<file path="src/rtl/pio_edgecap_ctrl_if.sv">
// Avalon-MM slave bus bundle for the edge-capture PIO: address, select,
// write strobe and 32-bit write/read data.
interface pio_edgecap_ctrl_if;
    logic [2:0]  address;
    logic        chipselect;
    logic        write_n;
    logic [31:0] writedata;
    logic [31:0] readdata;

    modport master (
        output address,
        output chipselect,
        output write_n,
        output writedata,
        input  readdata
    );

    modport slave (
        input  address,
        input  chipselect,
        input  write_n,
        input  writedata,
        output readdata
    );
endinterface

</file>
<file path="src/rtl/pio_edgecap_ctrl.sv">
// Avalon-MM GPIO slave: output register, synchronised input with per-bit edge
// capture and maskable level irq. Define PIO_SETCLR_EN to add OUTSET/OUTCLR.
module pio_edgecap_ctrl #(
    parameter int unsigned DATA_WIDTH      = 8,
    parameter int unsigned OUT_RESET_VALUE = 0,
    parameter int unsigned EDGE_TYPE       = 0,
    parameter int unsigned SYNC_STAGES     = 2
) (
    input  logic                  clk,
    input  logic                  reset_n,
    pio_edgecap_ctrl_if.slave     bus,
    input  logic [DATA_WIDTH-1:0] in_port,
    output logic [DATA_WIDTH-1:0] out_port,
    output logic                  irq
);

    localparam int unsigned DW      = DATA_WIDTH;
    localparam int unsigned ARM_MAX = SYNC_STAGES + 1;
    localparam int unsigned ARM_W   = $clog2(ARM_MAX + 1);

    localparam logic [2:0] ADDR_DATA    = 3'd0;
    localparam logic [2:0] ADDR_OUT     = 3'd1;
    localparam logic [2:0] ADDR_IRQMASK = 3'd2;
    localparam logic [2:0] ADDR_EDGECAP = 3'd3;
`ifdef PIO_SETCLR_EN
    localparam logic [2:0] ADDR_OUTSET  = 3'd4;
    localparam logic [2:0] ADDR_OUTCLR  = 3'd5;
`endif

    logic [DW-1:0]    sync_q [SYNC_STAGES];
    logic [DW-1:0]    in_sync;
    logic [DW-1:0]    prev_q;
    logic [DW-1:0]    out_reg;
    logic [DW-1:0]    irqmask;
    logic [DW-1:0]    edgecap;
    logic [ARM_W-1:0] arm_cnt;

    logic             wr_c;
    logic             armed_c;
    logic [DW-1:0]    wd_c;
    logic [DW-1:0]    edge_det_c;
    logic [DW-1:0]    clr_c;
    logic [DW-1:0]    out_next_c;
    logic [DW-1:0]    irqmask_next_c;
    logic [DW-1:0]    edgecap_next_c;
    logic [31:0]      rd_next_c;
    logic             unused_wd_bits;

    assign in_sync        = sync_q[SYNC_STAGES-1];
    assign wr_c           = bus.chipselect & ~bus.write_n;
    assign wd_c           = bus.writedata[DW-1:0];
    assign armed_c        = (arm_cnt == ARM_W'(ARM_MAX));
    assign out_port       = out_reg;
    assign unused_wd_bits = ^bus.writedata;

    // Input synchroniser, previous-sample register and post-reset arm counter
    always_ff @(posedge clk) begin
        if (!reset_n) begin
            for (int i = 0; i < int'(SYNC_STAGES); i++) begin
                sync_q[i] <= '0;
            end
            prev_q  <= '0;
            arm_cnt <= '0;
        end else begin
            sync_q[0] <= in_port;
            for (int i = 1; i < int'(SYNC_STAGES); i++) begin
                sync_q[i] <= sync_q[i-1];
            end
            prev_q <= in_sync;
            if (!armed_c) begin
                arm_cnt <= arm_cnt + ARM_W'(1);
            end
        end
    end

    // Edge flavour is fixed at elaboration
    always_comb begin
        edge_det_c = in_sync & ~prev_q;
        case (EDGE_TYPE)
            1:       edge_det_c = ~in_sync & prev_q;
            2:       edge_det_c = in_sync ^ prev_q;
            default: edge_det_c = in_sync & ~prev_q;
        endcase
    end

    // Register write decode; a fresh edge overrides a same-cycle W1C
    always_comb begin
        out_next_c     = out_reg;
        irqmask_next_c = irqmask;
        clr_c          = '0;
        if (wr_c) begin
            case (bus.address)
                ADDR_DATA,
                ADDR_OUT:     out_next_c     = wd_c;
                ADDR_IRQMASK: irqmask_next_c = wd_c;
                ADDR_EDGECAP: clr_c          = wd_c;
`ifdef PIO_SETCLR_EN
                ADDR_OUTSET:  out_next_c     = out_reg | wd_c;
                ADDR_OUTCLR:  out_next_c     = out_reg & ~wd_c;
`endif
                default: ;
            endcase
        end
        edgecap_next_c = (edgecap & ~clr_c) | (edge_det_c & {DW{armed_c}});
    end

    // Read mux, loaded every cycle for a single-cycle read latency
    always_comb begin
        rd_next_c = '0;
        case (bus.address)
            ADDR_DATA:    rd_next_c = 32'(in_sync);
            ADDR_OUT:     rd_next_c = 32'(out_reg);
            ADDR_IRQMASK: rd_next_c = 32'(irqmask);
            ADDR_EDGECAP: rd_next_c = 32'(edgecap);
            default:      rd_next_c = '0;
        endcase
    end

    always_ff @(posedge clk) begin
        if (!reset_n) begin
            out_reg      <= DW'(OUT_RESET_VALUE);
            irqmask      <= '0;
            edgecap      <= '0;
            bus.readdata <= '0;
            irq          <= 1'b0;
        end else begin
            out_reg      <= out_next_c;
            irqmask      <= irqmask_next_c;
            edgecap      <= edgecap_next_c;
            bus.readdata <= rd_next_c;
            irq          <= |(edgecap & irqmask);
        end
    end

endmodule

</file>
<file path="src/flat_wrapper.sv">
// flat-port wrapper written by rule: the top's interface ports become plain ports
module pio_edgecap_ctrl_flat 
#(
    parameter int unsigned DATA_WIDTH      = 8,
    parameter int unsigned OUT_RESET_VALUE = 0,
    parameter int unsigned EDGE_TYPE       = 0,
    parameter int unsigned SYNC_STAGES     = 2
)
  (clk, reset_n, in_port, out_port, irq, bus_address, bus_chipselect, bus_write_n, bus_writedata, bus_readdata);
  pio_edgecap_ctrl_if bus_i ();
  input  logic clk;
  input  logic reset_n;
  input  logic [DATA_WIDTH-1:0] in_port;
  output logic [DATA_WIDTH-1:0] out_port;
  output logic irq;
  input wire logic [$bits(bus_i.address)-1:0] bus_address;
  input wire logic [$bits(bus_i.chipselect)-1:0] bus_chipselect;
  input wire logic [$bits(bus_i.write_n)-1:0] bus_write_n;
  input wire logic [$bits(bus_i.writedata)-1:0] bus_writedata;
  output wire logic [$bits(bus_i.readdata)-1:0] bus_readdata;
  assign bus_i.address = bus_address;
  assign bus_i.chipselect = bus_chipselect;
  assign bus_i.write_n = bus_write_n;
  assign bus_i.writedata = bus_writedata;
  assign bus_readdata = bus_i.readdata;
  pio_edgecap_ctrl #(.DATA_WIDTH(DATA_WIDTH), .OUT_RESET_VALUE(OUT_RESET_VALUE), .EDGE_TYPE(EDGE_TYPE), .SYNC_STAGES(SYNC_STAGES)) u_core (.clk(clk), .reset_n(reset_n), .bus(bus_i), .in_port(in_port), .out_port(out_port), .irq(irq));
endmodule
</file>
<file path="config.mk">
export PLATFORM = sky130hd
export DESIGN_NAME = pio_edgecap_ctrl_flat
export DESIGN_NICKNAME = d
export VERILOG_FILES = /design/src/rtl/pio_edgecap_ctrl_if.sv /design/src/rtl/pio_edgecap_ctrl.sv /design/src/flat_wrapper.sv
export SDC_FILE = /design/constraint.sdc
export NUM_CORES = 1
export LEC_CHECK = 0
export ABC_AREA = 1
export CORE_MARGIN = 4
export CORE_UTILIZATION = 48
export DETAILED_ROUTE_END_ITERATION = 6
export GPL_TIMING_DRIVEN = 0
export PLACE_DENSITY = 0.84
export SLEW_MARGIN = 20
export SYNTH_ARGS = -nofsm -noshare
export SYNTH_HDL_FRONTEND = slang
export SYNTH_SLANG_ARGS = --single-unit
</file>
<file path="constraint.sdc">
create_clock -name clk -period 1.7 [get_ports clk]
set_input_delay 0.34 -clock clk [delete_from_list [all_inputs] [get_ports clk]]
set_output_delay 0.34 -clock clk [all_outputs]
set_load 0.03 [all_outputs]
</file>
==> key figures <==
Run status
  • Status: completed

Clock tree
  • Clock Sinks: 59
  • Clock tree buffer depth: 2
  • CTS Hold Bufs: 0
  • TritonCTS clock tree: done
  • CTS clk-pin slew, worst paths: 0.07 ns
  • H-tree depth: 3
  • Clock Latency Late Sink: 0.34 ns
  • Total CTS buffers: 9
  • Setup repair bufs after CTS: 0
  • Root buffer cell: clkbuf_8

Finish
  • Layout area overhead: 29.20%
  • Antenna diode instance count: 0
  • Net count, final: 468
  • Layout cells sized above 1: 13.18%

Detailed routing
  • Pre-antenna DRT Iters: 4
  • Iter 0 DRT Violations: 163
  • Residual DRC: 0
  • Total Wirelength: 5.468 mm
  • Vias/cell: 4.426
  • WL per Instance: ~11 um
  • Via Count: around 2200
  • DRT antenna net count: 0

Floorplan
  • Core ar.: 5107 um^2
  • Die area: 6502 um^2
  • Initial Utilization: 49.58%
  • Cell row count: 26
  • Die Wd: 80.64 um
  • Io pins: 88
  • Die Span Y: slightly above 80 um

STA
  • Final Slew Violations: 0
  • Final hold violation count: 0
  • Final setup fails: 0
  • RSZ-0062 raised after global routing: no
  • Fin Clk Skew: a little under 0.007 ns
  • Final worst slack: 0.05634 ns
  • Fmax: 0.6084 GHz
  • Minimum clock period: 1.644 ns
  • Total Negative Setup Slacks: 0 ns
  • Final period util: 96.69%

Synthesis
  • Most frequent cell after synthesis: nand2_1
  • List of most frequent post-synthesis cells: nand2_1 (95), nor2_1 (62), dfxtp_1 (59), inv_1 (35), buf_4 (26)
  • Post-synth top area share: around 47%
  • Synth Register Bits: 59
  • Top cells by area, synth: dfxtp_1 (47%), nand2_1 (14%), nor2_1 (9.2%)
  • Cell Area, Synth: 2532 um^2
  • Avg Synthesized Cell Area: 7.256 um^2
  • Post-synth EDFFs: 0
  • Sequential area share after synthesis: 46.64%
  • Synth Instances: 349
  • Synth area leader: dfxtp_1
  • Post-synth cell types: 22
  • Ys flop type: dfxtp_1
  • Post-synth ARST share: 0%
  • Ys Warns: 0

Setup path
  • Reg2Reg Launch Point: u_core.arm_cnt[0]$_SDFFE_PN0N_
  • CP arrival: 1.30 ns
  • Worst path required time: 1.36 ns
  • Critical path's top delay family: buffers and inverters
  • Reg-to-Reg End: u_core.edgecap[5]$_SDFF_PN0_
  • Delay of the slowest critical-path stage: 0.66 ns
  • End point of the critical path: bus_readdata[2]
  • CP startpoint: u_core.bus.readdata[2]$_SDFF_PN0_
  • R2R cell count: 6
  • Stages on the worst setup path: 1
  • CP bufs+invs: 1
  • Worst setup EP type: primary output
  • Cell Chain, Critical Path: clkdlybuf4s50_1
  • Worst path slowest cell: clkdlybuf4s50_1
  • R2R Setup Slk: 0.36 ns
  • Startpoint Class: flop
  • Critical Path Fanout Max: 1
  • WS Path Type: flop to primary output

Global routing
  • Initial antenna violation count: 0
  • GRT overflow: 0
  • Largest net degree at the start of global routing: 12
  • Vias in the first global route: 2064
  • Overall routing resource usage: 18.75%
  • First-pass GRT wire length: 9.135 mm

Min path
  • Hold WC Path Type: primary input to flop

Placed design
  • Buffers added on ports: 37
  • Hpwl dp: approximately 4.2 mm
  • Placer Congestion: around 0.86
  • Pre-CTS setup slack: -0.1297 ns

Power
  • VDD IR-drop max: about 0.83 mV
  • Pleak: 1.699 nW
  • Pwr Density: around 950 nW/um^2

Flow run
  • Max-cap viol count: 0
[worst min-delay path by stage]
stage                                         from  slack (ns)  cells past startpoint                              end
floorplan           u_core.sync_q[0][2]$_SDFF_PN0_        0.39                      2  u_core.sync_q[0][10]$_SDFF_PN0_
global placement    u_core.sync_q[0][7]$_SDFF_PN0_        0.39                      2  u_core.sync_q[0][15]$_SDFF_PN0_
detailed placement  u_core.sync_q[0][2]$_SDFF_PN0_        0.40                      2  u_core.sync_q[0][10]$_SDFF_PN0_
CTS                                        reset_n        0.30                      3  u_core.out_port[0]$_SDFFE_PN0P_
global route                               reset_n        0.30                      3  u_core.out_port[0]$_SDFFE_PN0P_
finish                                     reset_n        0.31                      3  u_core.out_port[0]$_SDFFE_PN0P_
[stage by stage]
stage                     area (um^2)  utilization, %  cells  hold WS, ns  power [mW]
after floorplan                  2619               -    372       0.3905       1.747
after global placement           3077           60.24    479       0.3915       1.852
after detailed placement         3077           60.24    479       0.3986       1.862
after CTS                        3269           64.01    495       0.2979       3.117
after global routing             3272           64.06    495       0.3017       3.224
final                            3272           64.06    495       0.3080       3.098
[layout by cell type, fill, tap and decap left out, types with 2 or more instances in the layout]
master / count
conb_1: 24
clkdlybuf4s50_1: 28
clkinv_2: 2
nor2_4: 2
buf_2: 4
clkinv_4: 2
buf_6: 2
nand2_1: 95
clkbuf_8: 10
nand3b_1: 6
nor2_1: 62
dfxtp_1: 59
clkbuf_1: 5
dlygate4sd2_1: 8
nand4_1: 8
o21ai_0: 10
nand3_2: 2
nand3_1: 16
buf_4: 26
a21oi_1: 10
inv_1: 35
[final cells by class]
class                           count  area, um^2
Timing Repair Buffer               37       362.8
Inverter                           38       145.1
Tap cell                           70       87.58
Multi-Input combinational cell    238        1036
Clock inverter                      6       65.06
Sequential cell                    59        1181
Buffer                             37       256.5
Clock buffer                       10       137.6
Fill cell                         467        1836
[report_power, final]
part           total (mW)  switching [mW]  internal [mW]
Clock                1.27           0.556          0.715
Sequential           1.46          0.0268           1.43
Combinational       0.370           0.228          0.141
Total                3.10           0.811           2.29
[per-layer routing]
metal | routed length (um) | GRT usage, %
met1 | 2245 | 21.14
met2 | 2790 | 32.78
met3 | 392 | 7.623
met4 | 40 | 4.561
met5 | 0 | 0
[sequential cells by signal (all words and copies together), names as in the netlist]
register             count
u_core.arm_cnt           2
u_core.bus.readdata      8
u_core.edgecap           8
u_core.irq               1
u_core.irqmask           8
u_core.out_port          8
u_core.prev_q            8
u_core.sync_q           16
[timing repair]
| action | CTS | global route |
|---|---|---|
| gates resized for setup | 8 | 1 |
| endpoints found under the setup margin | 8 | 1 |
| pin swaps | 0 | 0 |
| gates cloned | 0 | 0 |
[cell families (layout without fill, tap and decap cells)]
group / after synthesis / in the layout / synth area share (%)
AND/OR/NAND/NOR: 193 / 193 / 32.91
buffers and inverters: 75 / 128 / 15.86
flip-flops: 59 / 59 / 46.64
AO/OA/AOI/OAI: 20 / 20 / 3.953
adder cells (fa/ha/maj): 1 / 1 / 0.4940
other: 1 / 24 / 0.1481
Note: power is estimated with default switching activity, not from simulation.
